<file path="src/rtl/serial_tx_pkg.sv">
// Shared definitions for the serial pattern transmitter: FSM state codes,
// preamble pattern and the frame-length clamp helper.
package serial_tx_pkg;

   localparam logic [2:0] ST_IDLE  = 3'd0;
   localparam logic [2:0] ST_PRE   = 3'd1;
   localparam logic [2:0] ST_SHIFT = 3'd2;
   localparam logic [2:0] ST_GAP   = 3'd3;
   localparam logic [2:0] ST_DONE  = 3'd4;

   // Preamble bits are sent from the MSB down: 1 then 0.
   localparam logic [1:0]  PREAMBLE     = 2'b10;
   localparam int unsigned PREAMBLE_LEN = 2;

   // A length of 0 or one larger than the word means "the whole word".
   function automatic int unsigned clamp_len(input int unsigned len, input int unsigned width);
      return ((len == 0) || (len > width)) ? width : len;
   endfunction

endpackage

</file>
<file path="src/rtl/serial_tx_shifter.sv">
// Loadable MSB-first shift register with a bits-remaining counter.
// Load emits the first bit combinationally (first_o) and stores the rest,
// so the top can register that bit on the same edge it accepts the frame.
module serial_tx_shifter
   import serial_tx_pkg::*;
#(
   parameter int unsigned WIDTH = 8,
   parameter int unsigned LW    = $clog2(WIDTH + 1)
) (
   input  logic             clk,
   input  logic             reset,
   input  logic             load_i,
   input  logic             shift_i,
   input  logic [WIDTH-1:0] word_i,
   input  logic [LW-1:0]    len_i,
   output logic             first_o,
   output logic             bit_o,
   output logic             last_o
);

   logic [WIDTH-1:0] aligned;
   logic [WIDTH-1:0] sr_q, sr_d;
   logic [LW-1:0]    cnt_q, cnt_d;

   // Left-align the frame so bit len-1 sits at the register MSB.
   always_comb begin
      aligned = word_i << (LW'(WIDTH) - len_i);
   end

   // Load drops the bit already emitted; shifting stops once nothing remains.
   always_comb begin
      sr_d  = sr_q;
      cnt_d = cnt_q;
      if (load_i) begin
         sr_d  = {aligned[WIDTH-2:0], 1'b0};
         cnt_d = len_i - LW'(1);
      end else if (shift_i && (cnt_q != '0)) begin
         sr_d  = {sr_q[WIDTH-2:0], 1'b0};
         cnt_d = cnt_q - LW'(1);
      end
   end

   // Shift register and counter state.
   always_ff @(posedge clk or negedge reset) begin
      if (!reset) begin
         sr_q  <= '0;
         cnt_q <= '0;
      end else begin
         sr_q  <= sr_d;
         cnt_q <= cnt_d;
      end
   end

   assign first_o = aligned[WIDTH-1];
   assign bit_o   = sr_q[WIDTH-1];
   assign last_o  = (cnt_q == '0);

endmodule

</file>
<file path="src/rtl/serial_pattern_tx.sv">
// Serial pattern transmitter: sends a captured word MSB-first on O, followed
// by a zero gap, optionally repeated, with busy/done status.
// Optional feature macro: SERIAL_TX_PREAMBLE_EN (1,0 preamble before each frame).
module serial_pattern_tx
   import serial_tx_pkg::*;
#(
   parameter int unsigned WIDTH      = 8,
   parameter int unsigned GAP_CYCLES = 1,
   parameter int unsigned REP_W      = 4
) (
   input  logic                       clk,
   input  logic                       reset,
   input  logic                       start,
   input  logic [WIDTH-1:0]           data,
   input  logic [$clog2(WIDTH+1)-1:0] len,
   input  logic [REP_W-1:0]           rep,
   output logic                       O,
   output logic                       busy,
   output logic                       done
);

   localparam int unsigned LW = $clog2(WIDTH + 1);
   localparam int unsigned GW = $clog2(GAP_CYCLES + 1);

   logic [2:0]       state_q, state_d;
   logic [WIDTH-1:0] word_q, word_d;
   logic [LW-1:0]    len_q, len_d, len_c;
   logic [REP_W-1:0] rep_q, rep_d;
   logic [GW-1:0]    gap_q, gap_d;
   logic             o_q, o_d, busy_q, busy_d, done_q, done_d;
   logic             accept, begin_frame, load, shift;
   logic             sh_first, sh_bit, sh_last;
`ifdef SERIAL_TX_PREAMBLE_EN
   localparam int unsigned PW = $clog2(PREAMBLE_LEN);
   logic [PW-1:0]    pre_q, pre_d;
`endif

   // Capture word/length on accept; the shifter loads from the _d values so
   // the first bit is available on the accepting edge itself.
   always_comb begin
      accept = (state_q == ST_IDLE) && start;
      len_c  = LW'(clamp_len(32'(len), WIDTH));
      word_d = accept ? data  : word_q;
      len_d  = accept ? len_c : len_q;
   end

   serial_tx_shifter #(
      .WIDTH (WIDTH),
      .LW    (LW)
   ) u_shifter (
      .clk     (clk),
      .reset   (reset),
      .load_i  (load),
      .shift_i (shift),
      .word_i  (word_d),
      .len_i   (len_d),
      .first_o (sh_first),
      .bit_o   (sh_bit),
      .last_o  (sh_last)
   );

   // Frame sequencing; o_d is the value O will hold in the next cycle.
   always_comb begin
      state_d     = state_q;
      rep_d       = rep_q;
      gap_d       = gap_q;
      o_d         = 1'b0;
      load        = 1'b0;
      shift       = 1'b0;
      begin_frame = 1'b0;
`ifdef SERIAL_TX_PREAMBLE_EN
      pre_d       = pre_q;
`endif
      case (state_q)
         ST_IDLE: begin
            if (start) begin
               rep_d       = rep;
               begin_frame = 1'b1;
            end
         end
         ST_SHIFT: begin
            if (sh_last) begin
               state_d = ST_GAP;
               gap_d   = GW'(GAP_CYCLES - 1);
            end else begin
               shift = 1'b1;
               o_d   = sh_bit;
            end
         end
         ST_GAP: begin
            if (gap_q != '0) begin
               gap_d = gap_q - GW'(1);
            end else if (rep_q != '0) begin
               rep_d       = rep_q - REP_W'(1);
               begin_frame = 1'b1;
            end else begin
               state_d = ST_DONE;
            end
         end
`ifdef SERIAL_TX_PREAMBLE_EN
         ST_PRE: begin
            if (pre_q != '0) begin
               o_d   = PREAMBLE[pre_q - PW'(1)];
               pre_d = pre_q - PW'(1);
            end else begin
               state_d = ST_SHIFT;
               load    = 1'b1;
               o_d     = sh_first;
            end
         end
`endif
         ST_DONE: state_d = ST_IDLE;
         default: state_d = ST_IDLE;
      endcase
      if (begin_frame) begin
`ifdef SERIAL_TX_PREAMBLE_EN
         state_d = ST_PRE;
         pre_d   = PW'(PREAMBLE_LEN - 1);
         o_d     = PREAMBLE[PREAMBLE_LEN-1];
`else
         state_d = ST_SHIFT;
         load    = 1'b1;
         o_d     = sh_first;
`endif
      end
      busy_d = (state_d == ST_SHIFT) || (state_d == ST_GAP) || (state_d == ST_PRE);
      done_d = (state_d == ST_DONE);
   end

   // State, captured frame and registered outputs.
   always_ff @(posedge clk or negedge reset) begin
      if (!reset) begin
         state_q <= ST_IDLE;
         word_q  <= '0;
         len_q   <= '0;
         rep_q   <= '0;
         gap_q   <= '0;
         o_q     <= 1'b0;
         busy_q  <= 1'b0;
         done_q  <= 1'b0;
      end else begin
         state_q <= state_d;
         word_q  <= word_d;
         len_q   <= len_d;
         rep_q   <= rep_d;
         gap_q   <= gap_d;
         o_q     <= o_d;
         busy_q  <= busy_d;
         done_q  <= done_d;
      end
   end

`ifdef SERIAL_TX_PREAMBLE_EN
   // Preamble position counter.
   always_ff @(posedge clk or negedge reset) begin
      if (!reset) pre_q <= '0;
      else        pre_q <= pre_d;
   end
`endif

   assign O    = o_q;
   assign busy = busy_q;
   assign done = done_q;

endmodule

</file>
<file path="config.mk">
export PLATFORM = sky130hd
export DESIGN_NAME = serial_pattern_tx
export DESIGN_NICKNAME = d
export VERILOG_FILES = /design/src/rtl/serial_tx_pkg.sv /design/src/rtl/serial_tx_shifter.sv /design/src/rtl/serial_pattern_tx.sv
export SDC_FILE = /design/constraint.sdc
export NUM_CORES = 1
export LEC_CHECK = 0
export CAP_MARGIN = 20
export CORE_MARGIN = 2
export CORE_UTILIZATION = 45
export CTS_BUF_LIST = sky130_fd_sc_hd__clkbuf_8 sky130_fd_sc_hd__clkbuf_16
export DETAILED_ROUTE_END_ITERATION = 12
export PLACE_DENSITY = 0.64
export SLEW_MARGIN = 10
export SYNTH_ARGS = -nofsm -noshare
export SYNTH_HDL_FRONTEND = slang
export SYNTH_HIERARCHICAL = 1
export SYNTH_SLANG_ARGS = --single-unit
export TNS_END_PERCENT = 50
</file>
<file path="constraint.sdc">
create_clock -name clk -period 4.46 [get_ports clk]
set_input_delay 0.892 -clock clk [delete_from_list [all_inputs] [get_ports clk]]
set_output_delay 0.892 -clock clk [all_outputs]
set_load 0.01 [all_outputs]
</file>
==> results.md, run 1 <==
- Outcome: finished, final reports clean
- Clk pin slew, worst setup/hold paths: about 70 ps
- Vias per inst: 5.771
- Final ANT Viol Nets: 0
- Yosys reg bits: 33
- # setup viols final: 0
- Max Cap Viol: 0
- Worst hold slack: 477.5 ps
- Worst Hold Depth: 2
- Max VDD drop: 0.3164 mV
- Final period utilization: 0.8478
- Min-Delay Endpoint: word_q[7]
- Met3 WL post-DR: 181 um
- Post-Layout Inst Area: about 0.0022 sq mm
- Synthesized area: between 0.0015 and 0.002 sq mm
- Layout Area Growth over Synthesis: 17.39%
- Pwr/cell area: approximately 740 mW/mm^2
- CP peak stage delay: approximately 540 ps
- Post-synth EDFFs: 0
- Setup bufs post-CTS: 0
- DIE AREA: 0.004739 sq mm
- Synth Area per Inst: roughly 10 sq um
- CP Data Required Time: about 4600 ps
- Via count: about 1500
- Critical R2R Capture: O
- Ys flop type: dfrtp_1
- Die H: approximately 69 um
- Synth area leaders: dfrtp_1 (44%), nand2_1 (7.9%), mux4_2 (6.0%)
- Gr usage total: 0.1976
- Largest net degree at the start of global routing: 34
- CP Launch Type: input port
- PostCTS Resize Cnt: 0
- Floorplan core area: ~0.004 sq mm
- Sequential area share after synthesis: 0.4365
- Kind of end point of the critical path: flip-flop
- First-pass GRT wire length: slightly below 7000 um
- Max Slew Vio Count: 0
- Final Util: 0.5512
- Worst EP arrival: 3950 ps
- Detailed-route wire length: roughly 4000 um
- CP max stage cell: nor4b_4
- Finished Layout Cells: between 200 and 300
- # clock sinks: 33
- IO Pins: 22
- Initial core utilization: 0.4696
- Synth unique cells: 47
- Layout cells sized above 1: 0.1132
- # nets final: roughly 230
- Initial antenna violation count: 0
- Synthesis Warnings: 6
- Final min period: about 3800 ps
- Skew-Pair Late Insertion Delay: roughly 280 ps
- # DRC: 0
- Post-route clock skew: 7.211 ps
- H-tree levels: 2
- Hold buffer count at CTS: 0
- Placed instance count: between 200 and 300
- Rows: 23
- Top Layer Used: met4
- Commonest non-fill, non-tap cell in the layout: nand2_1
- Unrepaired setup endpoints after global routing: no
- Normalized max-slew margin: 0.4245
- P_leak: approximately 0.96 nW
- Flop2flop setup slack: approximately 1300 ps
- Hpwl dp: roughly 2800 um
- Area share of the largest cell type after synthesis: 0.4365
- R2R depth: 10
- Hold Violations, Final: 0
- Min-delay src: word_q[7]
- Reg2reg start: state_q[0]
- Fmax: roughly 0.26 GHz
- DP Area: 0.002135 sq mm
- DRT iter0 DRCs: around 110
- IO buf count: 21
- Critical Path, Cell by Cell: clkdlybuf4s50_1 -> nor4b_4 -> nand3b_1 -> nand2_1 -> inv_1 -> ha_1 -> mux4_2 -> mux2_2 -> nand3_1 -> o31ai_1 -> a22o_1
- WS Path Type: in2reg
- Clk buf depth: 2
- Total Neg Setup Slack: 0 ps
- Post-Syn Instances: approximately 190
- Cts bufs inserted: 5
- First drt pass iteration count: 4
- Cell taking the most area after synthesis: dfrtp_1
- GR Overflow Total: 0
- Most frequent cells in the layout: nand2_1 (40), dfrtp_1 (33), clkdlybuf4s50_1 (21)
- TritonCTS clock tree: built
- Worst-Margin Slew: between 800 and 900 ps
- Total power: around 1.6 mW
- Ant. Diodes: 0
- Post-synth ARST share: 1.000
- DR WL/cell: approximately 15 um
- Peak fanout along the critical path: 12
- Root cell of the clock tree: clkbuf_8
- M1 WL: 1783 um
- Routed wl met2: 1984 um
- Vias in the first global route: roughly 1500
- HP Class: reg2reg
- GP Congestion: 0.7803
- Post-place setup slack: between 400 and 500 ps
- Syn nets: 211
- Chip width: 68.84 um
- Setup slack after layout: around 680 ps
[area by class of cell]
type | instances | area (sq um)
Clock buffer | 6 | 82.58
Clock inverter | 1 | 3.754
Fill cell | 358 | 1808
Inverter | 9 | 33.78
Multi-Input combinational cell | 138 | 972.2
Sequential cell | 33 | 825.8
Tap cell | 50 | 62.56
Timing Repair Buffer | 25 | 240.2
[critical path, delay by kind of cell]
kind | cells | cell delay [ps]
simple gates | 4 | 990
buf+inv | 2 | 590
fa+ha+maj | 1 | 480
compound gates | 2 | 290
mux | 2 | 710
[synth_stat cells (2+ instances only)]
cell type / n
a21oi_1: 4
inv_1: 9
mux2_2: 2
mux2i_1: 6
mux4_2: 5
nor2_1: 9
o21ai_0: 11
nand2_1: 40
a22oi_1: 5
nand3_1: 4
o22ai_1: 2
dfrtp_1: 33
a221oi_1: 2
o311ai_0: 2
nor3_1: 6
ha_1: 3
buf_2: 6
nor3b_1: 2
xor2_1: 4
nand3b_1: 6
buf_6: 2
[how the worst max path moves through the flow]
stage / startpoint / endpoint / slack [ps] / cells past startpoint
after detailed placement: start / O / 410 / 11
after global placement: start / O / 530 / 11
final: start / O / 680 / 11
after global routing: start / O / 430 / 10
after floorplan: start / O / 990 / 14
after CTS: start / O / 690 / 11
[where the power goes]
group          switching (mW)  internal [mW]
clock network           0.101          0.120
logic                   0.528          0.397
registers              0.0716          0.422
total                   0.700          0.939
[cell families (layout without fill, tap and decap cells)]
family,after synthesis,after routing,synth area share
flip-flops,33,33,0.4365
multiplexers,13,13,0.1032
adder cells (fa/ha/maj),3,3,0.01984
AND/OR/NAND/NOR,77,77,0.2110
XOR/XNOR,4,4,0.01852
buffers and inverters,18,41,0.04960
AO/OA/AOI/OAI,41,41,0.1614
[metal layers]
| metal | vias up | track usage |
|---|---|---|
| met5 | - | 0 |
| met4 | 0 | 0.06618 |
| met3 | 2 | 0.05682 |
| met2 | 37 | 0.3317 |
| met1 | 736 | 0.2442 |
| li1 | 737 | - |
[sequential cells by signal (all words and copies together) (netlist names)]
register         cells
O                    1
len_q                4
u_shifter/cnt_q      4
rep_q                4
state_q              3
busy                 1
u_shifter/sr_q       7
word_q               8
done                 1
(Power assumes the default switching activity.)
==> run 2: changes to the inputs <==
--- a/config.mk
+++ b/config.mk
@@ -10,7 +10,7 @@
 export CORE_UTILIZATION = 45
 export CTS_BUF_LIST = sky130_fd_sc_hd__clkbuf_8 sky130_fd_sc_hd__clkbuf_16
 export DETAILED_ROUTE_END_ITERATION = 12
-export PLACE_DENSITY = 0.64
+export PLACE_DENSITY = 0.67
 export SLEW_MARGIN = 10
 export SYNTH_ARGS = -nofsm -noshare
 export SYNTH_HDL_FRONTEND = slang
==> constraint.sdc (replaced) <==
create_clock -name clk -period 3.32 [get_ports clk]
set_input_delay 0.664 -clock clk [delete_from_list [all_inputs] [get_ports clk]]
set_output_delay 0.664 -clock clk [all_outputs]
set_load 0.01 [all_outputs]
==> run 2 against run 1 <==
Against the previous run: cell count grew 7.6%; hold slack improved by 0.75 ps; first-iteration DRC count decreased by 42%; sequential power is 35% higher; sequential cell count unchanged; die area is the same; count of clock-buffer cells in the layout fell by 1; design area increased by 6.1%; utilization increased by 3.4 points; register-to-register slack worse by 680 ps.
==> results.md, run 2 (synthesis results as in run 1) <==
- PostCTS Resize Cnt: 0
- Critical Path Most Common Cell: nand2_1
- Switching part of the total: 0.4209
- H-tree levels: 2
- Worst Hold Depth: 2
- Layout fillers: 364
- Via count: between 1500 and 2000
- Die H: 68.84 um
- Largest register FFs: 8
- HP Class: reg2reg
- Largest net degree at the start of global routing: 34
- Final period utilization: 0.9207
- Initial antenna violation count: 0
- Rows: 23
- DP Area: approximately 0.0023 sq mm
- DRT iter0 DRCs: between 60 and 70
- CP Data Required Time: about 3500 ps
- Initial core utilization: 0.4696
- Floorplan core area: slightly above 0.004 sq mm
- GP Congestion: about 0.8
- R2R depth: 10
- Worst EP arrival: roughly 3200 ps
- Final min period: 3057 ps
- Max VDD drop: 0.4136 mV
- Max Slew Vio Count: 0
- Post-Layout Inst Area: 0.002357 sq mm
- Hold Violations, Final: 0
- Pwr/cell area: around 1000 mW/mm^2
- Max Cap Viol: 0
- Sequential cell area: between 800 and 900 sq um
- Chip width: roughly 69 um
- Post-route clock skew: 4.137 ps
- Comb pwr share: 0.599
- Cts bufs inserted: 5
- Clock power share: 0.120
- Ant. Diodes: 0
- Hpwl dp: approximately 3200 um
- Total Neg Setup Slack: 0 ps
- Commonest non-fill, non-tap cell in the layout: nand2_1
- Layout cells sized above 1: 0.1810
- Post-place setup slack: -38.55 ps
- Vias in the first global route: ~1600
- # DRC: 0
- Sw power: 0.9951 mW
- Top flop regs: word_q: 8 flops, u_shifter/sr_q: 7 flops
- Final ANT Viol Nets: 0
- CP peak stage delay: 520 ps
- Normalized max-slew margin: 0.4293
- TritonCTS clock tree: built
- Fmax: around 0.33 GHz
- First-pass GRT wire length: around 7400 um
- Clk pin slew, worst setup/hold paths: ~70 ps
- Most frequent cells in the layout: nand2_1 (40), dfrtp_1 (33), buf_4 (23)
- Gr usage total: 0.2185
- Biggest register: word_q
- WS Path Type: in2reg
- Setup bufs post-CTS: 0
- Multi-input combinational cell area: around 970 sq um
- Peak fanout along the critical path: 4
- Kind of end point of the critical path: flip-flop
- Skew-Pair Late Insertion Delay: 290 ps
- # nets final: 253
- GR Overflow Total: 0
- Outcome: finished, final reports clean
- DIE AREA: 0.004739 sq mm
- Vias per inst: 5.649
- # setup viols final: 0
- P_leak: between 1 and 1.5 nW
- Total power: 2.364 mW
- Root cell of the clock tree: clkbuf_8
- Clk buf depth: 2
- IO buf count: 21
- IO Pins: 22
- Hold buffer count at CTS: 0
- CP max stage cell: or4b_1
- DR WL/cell: between 15 and 20 um
- First drt pass iteration count: 4
- CP Launch Type: input port
- Reg power frac: 0.281
- Setup slack after layout: 263.2 ps
- Detailed-route wire length: 4349 um
- Unrepaired setup endpoints after global routing: no
- Layout Area Growth over Synthesis: 24.60%
- Worst-Margin Slew: ~840 ps
- Critical Path, Cell by Cell: clkdlybuf4s50_1 -> or4b_1 -> nand2_1 -> nand2_1 -> inv_1 -> ha_1 -> mux4_2 -> mux2_2 -> nand3_1 -> o31ai_1 -> a22o_1
- # clock sinks: 33
- Cell Int Power: approximately 1.4 mW
run 2: metrics by stage:
stage               std cells  hold WS (ps)  utilization
detailed placement        274         462.1       0.5652
global route              282         516.1       0.5851
finish                    282         478.2       0.5851
floorplan                 189         368.4            -
CTS                       282         478.7       0.5851
global placement          274         460.2       0.5652
run 2: power by group through the flow:
stage / sequential (mW) / combinational, mW / clock (mW)
after CTS: 0.662 / 1.41 / 0.294
after global routing: 0.685 / 1.56 / 0.316
after detailed placement: 0.671 / 1.40 / 0
after floorplan: 0.650 / 1.01 / 0
after global placement: 0.666 / 1.34 / 0
final: 0.664 / 1.42 / 0.285
run 2: layout make-up:
type,instances,area share
clock buffer,5,0.02919
clock inverter,3,0.004777
multi-input combinational,138,0.4124
tap,50,0.02654
inverter,9,0.01433
sequential,33,0.3503
timing repair buffer,44,0.1624
run 2: worst paths after layout:
kind | startpoint | endpoint | slack, ps
max | start | O | 260
min | word_q[7] | word_q[7] | 480
max reg2reg | state_q[0] | O | 580
min reg2reg | word_q[7] | word_q[7] | 480
max in group asynchronous | reset | u_shifter/cnt_q[2] | 2240
min in group asynchronous | reset | rep_q[2] | 780
run 2: critical path, delay by kind of cell:
kind,cells,cell delay [ps]
fa+ha+maj,1,260
mux,2,630
simple gates,4,800
buf+inv,2,590
compound gates,2,280
run 2: metal layers:
layer / share of wire / global-route usage / vias up
met5: 0 / 0 / -
met4: 0.011 / 0.1054 / 0
met3: 0.036 / 0.05519 / 6
met2: 0.52 / 0.3750 / 38
met1: 0.43 / 0.2539 / 775
li1: - / - / 774
